[src/rtl/control_unit.sv]
// Multicycle Moore control unit: sequences fetch/decode/execute/writeback micro-steps
// and drives every datapath enable and mux select from registered state.
module control_unit #(
  parameter int MEM_LATENCY = 1
) (
  input  logic       clk,
  input  logic       rst,
  input  logic [5:0] opcode,
  input  logic [5:0] funct,
  input  logic       alu_zero,
  input  logic       alu_overflow,
  output logic       pc_load,
  output logic [1:0] pc_src,
  output logic       iord,
  output logic       mem_write,
  output logic       ir_write,
  output logic [1:0] reg_dst,
  output logic [2:0] mem_to_reg,
  output logic       reg_write,
  output logic       regA_load,
  output logic       regB_load,
  output logic       alu_srcA,
  output logic [1:0] alu_srcB,
  output logic [2:0] alu_op,
  output logic       aluout_load,
  output logic [1:0] exc_cause,
  output logic       halted
);

  typedef enum logic [3:0] {
    S_RESET     = 4'd0,
    S_FETCH     = 4'd1,
    S_DECODE    = 4'd2,
    S_R_EXEC    = 4'd3,
    S_R_WB      = 4'd4,
    S_I_EXEC    = 4'd5,
    S_I_WB      = 4'd6,
    S_MEM_ADDR  = 4'd7,
    S_MEM_READ  = 4'd8,
    S_MEM_WB    = 4'd9,
    S_MEM_WRITE = 4'd10,
    S_BRANCH    = 4'd11,
    S_JUMP      = 4'd12,
    S_EXC       = 4'd13,
    S_HALT      = 4'd14
  } state_t;

  typedef struct packed {
    logic       pc_load;
    logic [1:0] pc_src;
    logic       iord;
    logic       mem_write;
    logic       ir_write;
    logic [1:0] reg_dst;
    logic [2:0] mem_to_reg;
    logic       reg_write;
    logic       rega_load;
    logic       regb_load;
    logic       alu_srca;
    logic [1:0] alu_srcb;
    logic [2:0] alu_op;
    logic       aluout_load;
    logic       halted;
    logic       branch;
  } ctrl_t;

  localparam ctrl_t CTRL_IDLE = '{default: '0};

  localparam logic [2:0] LAT = 3'(MEM_LATENCY);

  localparam logic [5:0] OP_RTYPE = 6'h00;
  localparam logic [5:0] OP_J     = 6'h02;
  localparam logic [5:0] OP_BEQ   = 6'h04;
  localparam logic [5:0] OP_BNE   = 6'h05;
  localparam logic [5:0] OP_ADDI  = 6'h08;
  localparam logic [5:0] OP_LW    = 6'h23;
  localparam logic [5:0] OP_SW    = 6'h2B;

  localparam logic [5:0] FN_BREAK = 6'h0D;
  localparam logic [5:0] FN_ADD   = 6'h20;
  localparam logic [5:0] FN_SUB   = 6'h22;
  localparam logic [5:0] FN_AND   = 6'h24;

  localparam logic [2:0] ALU_ADD = 3'b001;
  localparam logic [2:0] ALU_SUB = 3'b010;
  localparam logic [2:0] ALU_AND = 3'b011;

  localparam logic [1:0] CAUSE_OVF = 2'b01;
  localparam logic [1:0] CAUSE_ILL = 2'b10;

  state_t     state_q, state_d;
  logic [2:0] cnt_q, cnt_d;
  logic [1:0] exc_cause_q, exc_cause_d;
  logic [2:0] rop_q, rop_d;
  logic       is_bne_q, is_bne_d;
  logic       is_sw_q, is_sw_d;
  logic       chk_ovf_q, chk_ovf_d;
  ctrl_t      ctrl_q, ctrl_d;

  // Next-state sequencing; instruction class is latched in DECODE so later states
  // never depend on the IR contents.
  always_comb begin
    state_d     = state_q;
    cnt_d       = 3'd0;
    exc_cause_d = exc_cause_q;
    rop_d       = rop_q;
    is_bne_d    = is_bne_q;
    is_sw_d     = is_sw_q;
    chk_ovf_d   = chk_ovf_q;
    case (state_q)
      S_RESET: state_d = S_FETCH;
      S_FETCH: begin
        if (cnt_q == LAT) begin
          state_d = S_DECODE;
        end else begin
          cnt_d = cnt_q + 3'd1;
        end
      end
      S_DECODE: begin
        case (opcode)
          OP_RTYPE: begin
            case (funct)
              FN_ADD: begin
                state_d   = S_R_EXEC;
                rop_d     = ALU_ADD;
                chk_ovf_d = 1'b1;
              end
              FN_SUB: begin
                state_d   = S_R_EXEC;
                rop_d     = ALU_SUB;
                chk_ovf_d = 1'b1;
              end
              FN_AND: begin
                state_d   = S_R_EXEC;
                rop_d     = ALU_AND;
                chk_ovf_d = 1'b0;
              end
              FN_BREAK: state_d = S_HALT;
              default: begin
                state_d     = S_EXC;
                exc_cause_d = CAUSE_ILL;
              end
            endcase
          end
          OP_ADDI: state_d = S_I_EXEC;
          OP_LW: begin
            state_d = S_MEM_ADDR;
            is_sw_d = 1'b0;
          end
          OP_SW: begin
            state_d = S_MEM_ADDR;
            is_sw_d = 1'b1;
          end
          OP_BEQ: begin
            state_d  = S_BRANCH;
            is_bne_d = 1'b0;
          end
          OP_BNE: begin
            state_d  = S_BRANCH;
            is_bne_d = 1'b1;
          end
          OP_J: state_d = S_JUMP;
          default: begin
            state_d     = S_EXC;
            exc_cause_d = CAUSE_ILL;
          end
        endcase
      end
      S_R_EXEC: begin
        if (chk_ovf_q && alu_overflow) begin
          state_d     = S_EXC;
          exc_cause_d = CAUSE_OVF;
        end else begin
          state_d = S_R_WB;
        end
      end
      S_I_EXEC: begin
        if (alu_overflow) begin
          state_d     = S_EXC;
          exc_cause_d = CAUSE_OVF;
        end else begin
          state_d = S_I_WB;
        end
      end
      S_MEM_ADDR: begin
        if (is_sw_q) begin
          state_d = S_MEM_WRITE;
        end else begin
          state_d = S_MEM_READ;
        end
      end
      S_MEM_READ: begin
        if (cnt_q == LAT) begin
          state_d = S_MEM_WB;
        end else begin
          cnt_d = cnt_q + 3'd1;
        end
      end
      S_R_WB, S_I_WB, S_MEM_WB, S_MEM_WRITE,
      S_BRANCH, S_JUMP, S_EXC: state_d = S_FETCH;
      S_HALT: state_d = S_HALT;
      default: state_d = S_RESET;
    endcase
  end

  // Control word for the state being entered, so outputs come straight from flops.
  always_comb begin
    ctrl_d = CTRL_IDLE;
    case (state_d)
      S_FETCH: begin
        ctrl_d.alu_srcb = 2'b01;
        ctrl_d.alu_op   = ALU_ADD;
        if (cnt_d == LAT) begin
          ctrl_d.ir_write = 1'b1;
          ctrl_d.pc_load  = 1'b1;
        end else begin
          ctrl_d.ir_write = 1'b0;
          ctrl_d.pc_load  = 1'b0;
        end
      end
      S_DECODE: begin
        ctrl_d.rega_load   = 1'b1;
        ctrl_d.regb_load   = 1'b1;
        ctrl_d.alu_srcb    = 2'b11;
        ctrl_d.alu_op      = ALU_ADD;
        ctrl_d.aluout_load = 1'b1;
      end
      S_R_EXEC: begin
        ctrl_d.alu_srca    = 1'b1;
        ctrl_d.alu_srcb    = 2'b00;
        ctrl_d.alu_op      = rop_d;
        ctrl_d.aluout_load = 1'b1;
      end
      S_I_EXEC, S_MEM_ADDR: begin
        ctrl_d.alu_srca    = 1'b1;
        ctrl_d.alu_srcb    = 2'b10;
        ctrl_d.alu_op      = ALU_ADD;
        ctrl_d.aluout_load = 1'b1;
      end
      S_R_WB: begin
        ctrl_d.reg_dst   = 2'b01;
        ctrl_d.reg_write = 1'b1;
      end
      S_I_WB: ctrl_d.reg_write = 1'b1;
      S_MEM_READ: ctrl_d.iord = 1'b1;
      S_MEM_WB: begin
        ctrl_d.mem_to_reg = 3'b001;
        ctrl_d.reg_write  = 1'b1;
      end
      S_MEM_WRITE: begin
        ctrl_d.iord      = 1'b1;
        ctrl_d.mem_write = 1'b1;
      end
      S_BRANCH: begin
        ctrl_d.alu_srca = 1'b1;
        ctrl_d.alu_op   = ALU_SUB;
        ctrl_d.pc_src   = 2'b01;
        ctrl_d.branch   = 1'b1;
      end
      S_JUMP: begin
        ctrl_d.pc_src  = 2'b10;
        ctrl_d.pc_load = 1'b1;
      end
      S_EXC: begin
        ctrl_d.pc_src  = 2'b11;
        ctrl_d.pc_load = 1'b1;
      end
      S_HALT: ctrl_d.halted = 1'b1;
      default: ctrl_d = CTRL_IDLE;
    endcase
  end

  // State, latched decode flags and control word registers.
  always_ff @(posedge clk or posedge rst) begin
    if (rst) begin
      state_q     <= S_RESET;
      cnt_q       <= 3'd0;
      exc_cause_q <= 2'b00;
      rop_q       <= ALU_ADD;
      is_bne_q    <= 1'b0;
      is_sw_q     <= 1'b0;
      chk_ovf_q   <= 1'b0;
      ctrl_q      <= CTRL_IDLE;
    end else begin
      state_q     <= state_d;
      cnt_q       <= cnt_d;
      exc_cause_q <= exc_cause_d;
      rop_q       <= rop_d;
      is_bne_q    <= is_bne_d;
      is_sw_q     <= is_sw_d;
      chk_ovf_q   <= chk_ovf_d;
      ctrl_q      <= ctrl_d;
    end
  end

  // The only Mealy term: branch taken is decided by the live zero flag.
  assign pc_load     = ctrl_q.pc_load | (ctrl_q.branch & (alu_zero ^ is_bne_q));
  assign pc_src      = ctrl_q.pc_src;
  assign iord        = ctrl_q.iord;
  assign mem_write   = ctrl_q.mem_write;
  assign ir_write    = ctrl_q.ir_write;
  assign reg_dst     = ctrl_q.reg_dst;
  assign mem_to_reg  = ctrl_q.mem_to_reg;
  assign reg_write   = ctrl_q.reg_write;
  assign regA_load   = ctrl_q.rega_load;
  assign regB_load   = ctrl_q.regb_load;
  assign alu_srcA    = ctrl_q.alu_srca;
  assign alu_srcB    = ctrl_q.alu_srcb;
  assign alu_op      = ctrl_q.alu_op;
  assign aluout_load = ctrl_q.aluout_load;
  assign exc_cause   = exc_cause_q;
  assign halted      = ctrl_q.halted;

endmodule
[config.mk]
export PLATFORM = sky130hd
export DESIGN_NAME = control_unit
export DESIGN_NICKNAME = d
export VERILOG_FILES = /design/src/rtl/control_unit.sv
export SDC_FILE = /design/constraint.sdc
export NUM_CORES = 1
export LEC_CHECK = 0
export CORE_UTILIZATION = 45
export CTS_CLUSTER_SIZE = 40
export DETAILED_ROUTE_END_ITERATION = 16
export GPL_TIMING_DRIVEN = 0
export PLACE_DENSITY = 0.72
export SLEW_MARGIN = 0
export SYNTH_ARGS = -nofsm -noshare
export SYNTH_HDL_FRONTEND = slang
export SYNTH_SLANG_ARGS = --single-unit
[constraint.sdc]
create_clock -name clk -period 4.86 [get_ports clk]
set_clock_uncertainty 0.2 [all_clocks]
set_input_delay 0.729 -clock clk [delete_from_list [all_inputs] [get_ports clk]]
set_output_delay 0.729 -clock clk [all_outputs]
set_load 0.005 [all_outputs]
==> run metrics <==
worst slew pin tran 1150 ps; clk_lat worst skew 280 ps; Final Max Tran Viols 0; first-pass GRT wire length 6350 um; Netlist cell types 52; WL per Instance 13.3 um; max reg flops 4; slowest stage delay, CP 540 ps; Die X 65.3 um; leakage 1.04 nW; Worst EP arrival 2980 ps; pin count of the biggest net entering global routing 33; commonest non-fill, non-tap cell in the layout clkdlybuf4s50_1; met3 Track Usage GR 6.94%; total grt overflow 0; DR iter-0 viols 62; CTS Buf Count 5; Area growth syn-to-layout 27.8%; Overall Global Routing Usage 20.2%; most flop-heavy register state_q; clock slew at reported path FFs 60 ps; Final Critical Period 3020 ps; status completed; Setup WS post-layout 1840 ps; post-CTS setup buffers 0; Power, Total 0.00123 W; pre-CTS setup slack 1530 ps; sequential fraction of the synthesis area 44.4%; maximum vdd drop 0.298 mV; vias in the first global route 1,343; MaxCap Viol Count 0; commonest non-fill, non-tap cells in the layout clkdlybuf4s50_1, dfrtp_1, nor2_1, buf_4, nand2_1; CTS max path bufs 2; met2 GRT Util 31.4%; Hold WS 300 ps; Die ar. 4260 sq um; DP HPWL 2780 um; Power per Cell Area 534 nW/um^2; core area 3740 sq um; yosys warns 0; vias per cell 5.32; PostCTS Resize Cnt 0; diode count 0; met1 Usage GRT 26.2%; H-tree depth 2; PortBufs 34; WS Path Type in -> reg; RSZ-0062 raised after global routing false; Mapped Cells 182; Final Hold Fails 0; root buf cell clkbuf_8; Top FF cell, synth dfrtp_1; period utilization 62.1%; Startpoint Class input pin; initial antenna violation count 0; Sink Count 32; Pre-antenna DRT Iters 4; maximum clock frequency 331 MHz; Routed Antenna Nets 0; Setup Viol. Count Final 0; share of cells above drive strength 1 16.7%; flops & latches, synth 32; critical-path cell list clkdlybuf4s50_1 > or4b_1 > o211ai_1 > nor4b_2 > o21ai_2 > nand4b_4 > mux2_1; GRT Max-Usage Layer met2; DRC 0; Syn Std Cell Area 1800 sq um; DRT Wirelength 3660 um; Final nets 242; worst endpoint required time 4820 ps; Initial Util 48.2%; hold_buf cts 0; Setup crit end kind flip-flop; Vias 1,464; slew margin rel. 23.5%; setup tns final 0 ps; EDFF count, synth 0; I/O pins 40; Crit-path slowest cell or4b_1; CTS tree done; die span in y 65.3 um; Worst Path Max Fanout 6; Mapped Avg Cell Area 9.91 sq um; std cell rows 22; worst min-delay path class reg -> reg; GPL Wtd Cong 0.927; asr flop ratio synth 100%
## power breakdown
group	switching (W)	internal [W]
combinational	0.000331	0.000314
sequential	0.0000390	0.000345
clock	0.0000867	0.000115
## final timing paths
kind / endpoint / cells past startpoint / slack, ps / startpoint
worst min-delay path: rop_q[1] / 1 / 300 / rop_q[1]
worst max-delay path: is_bne_q / 7 / 1840 / funct[3]
min in group asynchronous: ctrl_q[22] / 2 / 870 / rst
worst max register to register: is_sw_q / 7 / 2390 / state_q[2]
worst min register to register: rop_q[1] / 1 / 300 / rop_q[1]
max in group asynchronous: state_q[3] / 2 / 2900 / rst
## critical path: cells and delay by family
kind            cells  cell delay, ps
mux                 1             320
compound gates      2             400
buf+inv             1             470
simple gates        3            1070
## through the flow
step / instance area [sq um] / util (%) / cells
global route: 2300 / 61.6 / 275
floorplan: 1810 / - / 185
finish: 2300 / 61.6 / 275
CTS: 2300 / 61.6 / 275
detailed placement: 2210 / 59.2 / 267
global placement: 2210 / 59.2 / 267
## synth_stat cells, drive strengths merged (2+ instances only)
master	count	area [sq um]
a21o	2	15.0
a21oi	9	45.0
a221o	2	21.3
and2	5	31.3
buf	22	161
dfrtp	32	801
inv	9	33.8
mux2	2	22.5
nand2	11	41.3
nand2b	8	57.6
nand3	5	25.0
nand3b	2	15.0
nand4	2	12.5
nand4b	3	41.3
nor2	14	52.6
nor2b	5	31.3
nor3	5	30.0
nor3b	4	30.0
nor4b	4	62.6
o211ai	3	22.5
o21ai	10	53.8
o41ai	2	25.0
or3b	2	17.5
or4b	2	20.0
xor2	2	17.5
## layer usage
| metal | up-vias | wire, um |
|---|---|---|
| met5 | - | 0 |
| met4 | 0 | 65 |
| met3 | 10 | 201 |
| met2 | 53 | 1760 |
| met1 | 689 | 1630 |
| li1 | 712 | - |
## cell type report
cell class / instances / area (sq um)
repair buffers: 34 / 340
flip-flops and latches: 32 / 801
multi-input cells: 122 / 818
well taps: 48 / 60.1
inverters: 9 / 33.8
fillers: 313 / 1440
plain buffers: 22 / 161
clock buffers: 8 / 90.1
## cell families (layout without fill, tap and decap cells)
| family | count (synthesis) | after routing | synth area share [%] |
|---|---|---|---|
| and+or+nand+nor | 75 | 75 | 27.2 |
| muxes | 2 | 2 | 1.25 |
| AOI/OAI and AO/OA | 38 | 38 | 14.6 |
| other | 1 | 4 | 0.208 |
| buffers and inverters | 31 | 73 | 10.8 |
| DFF | 32 | 32 | 44.4 |
| xor gates and xnor gates | 3 | 3 | 1.46 |
Note: power is estimated with default switching activity, not from simulation.
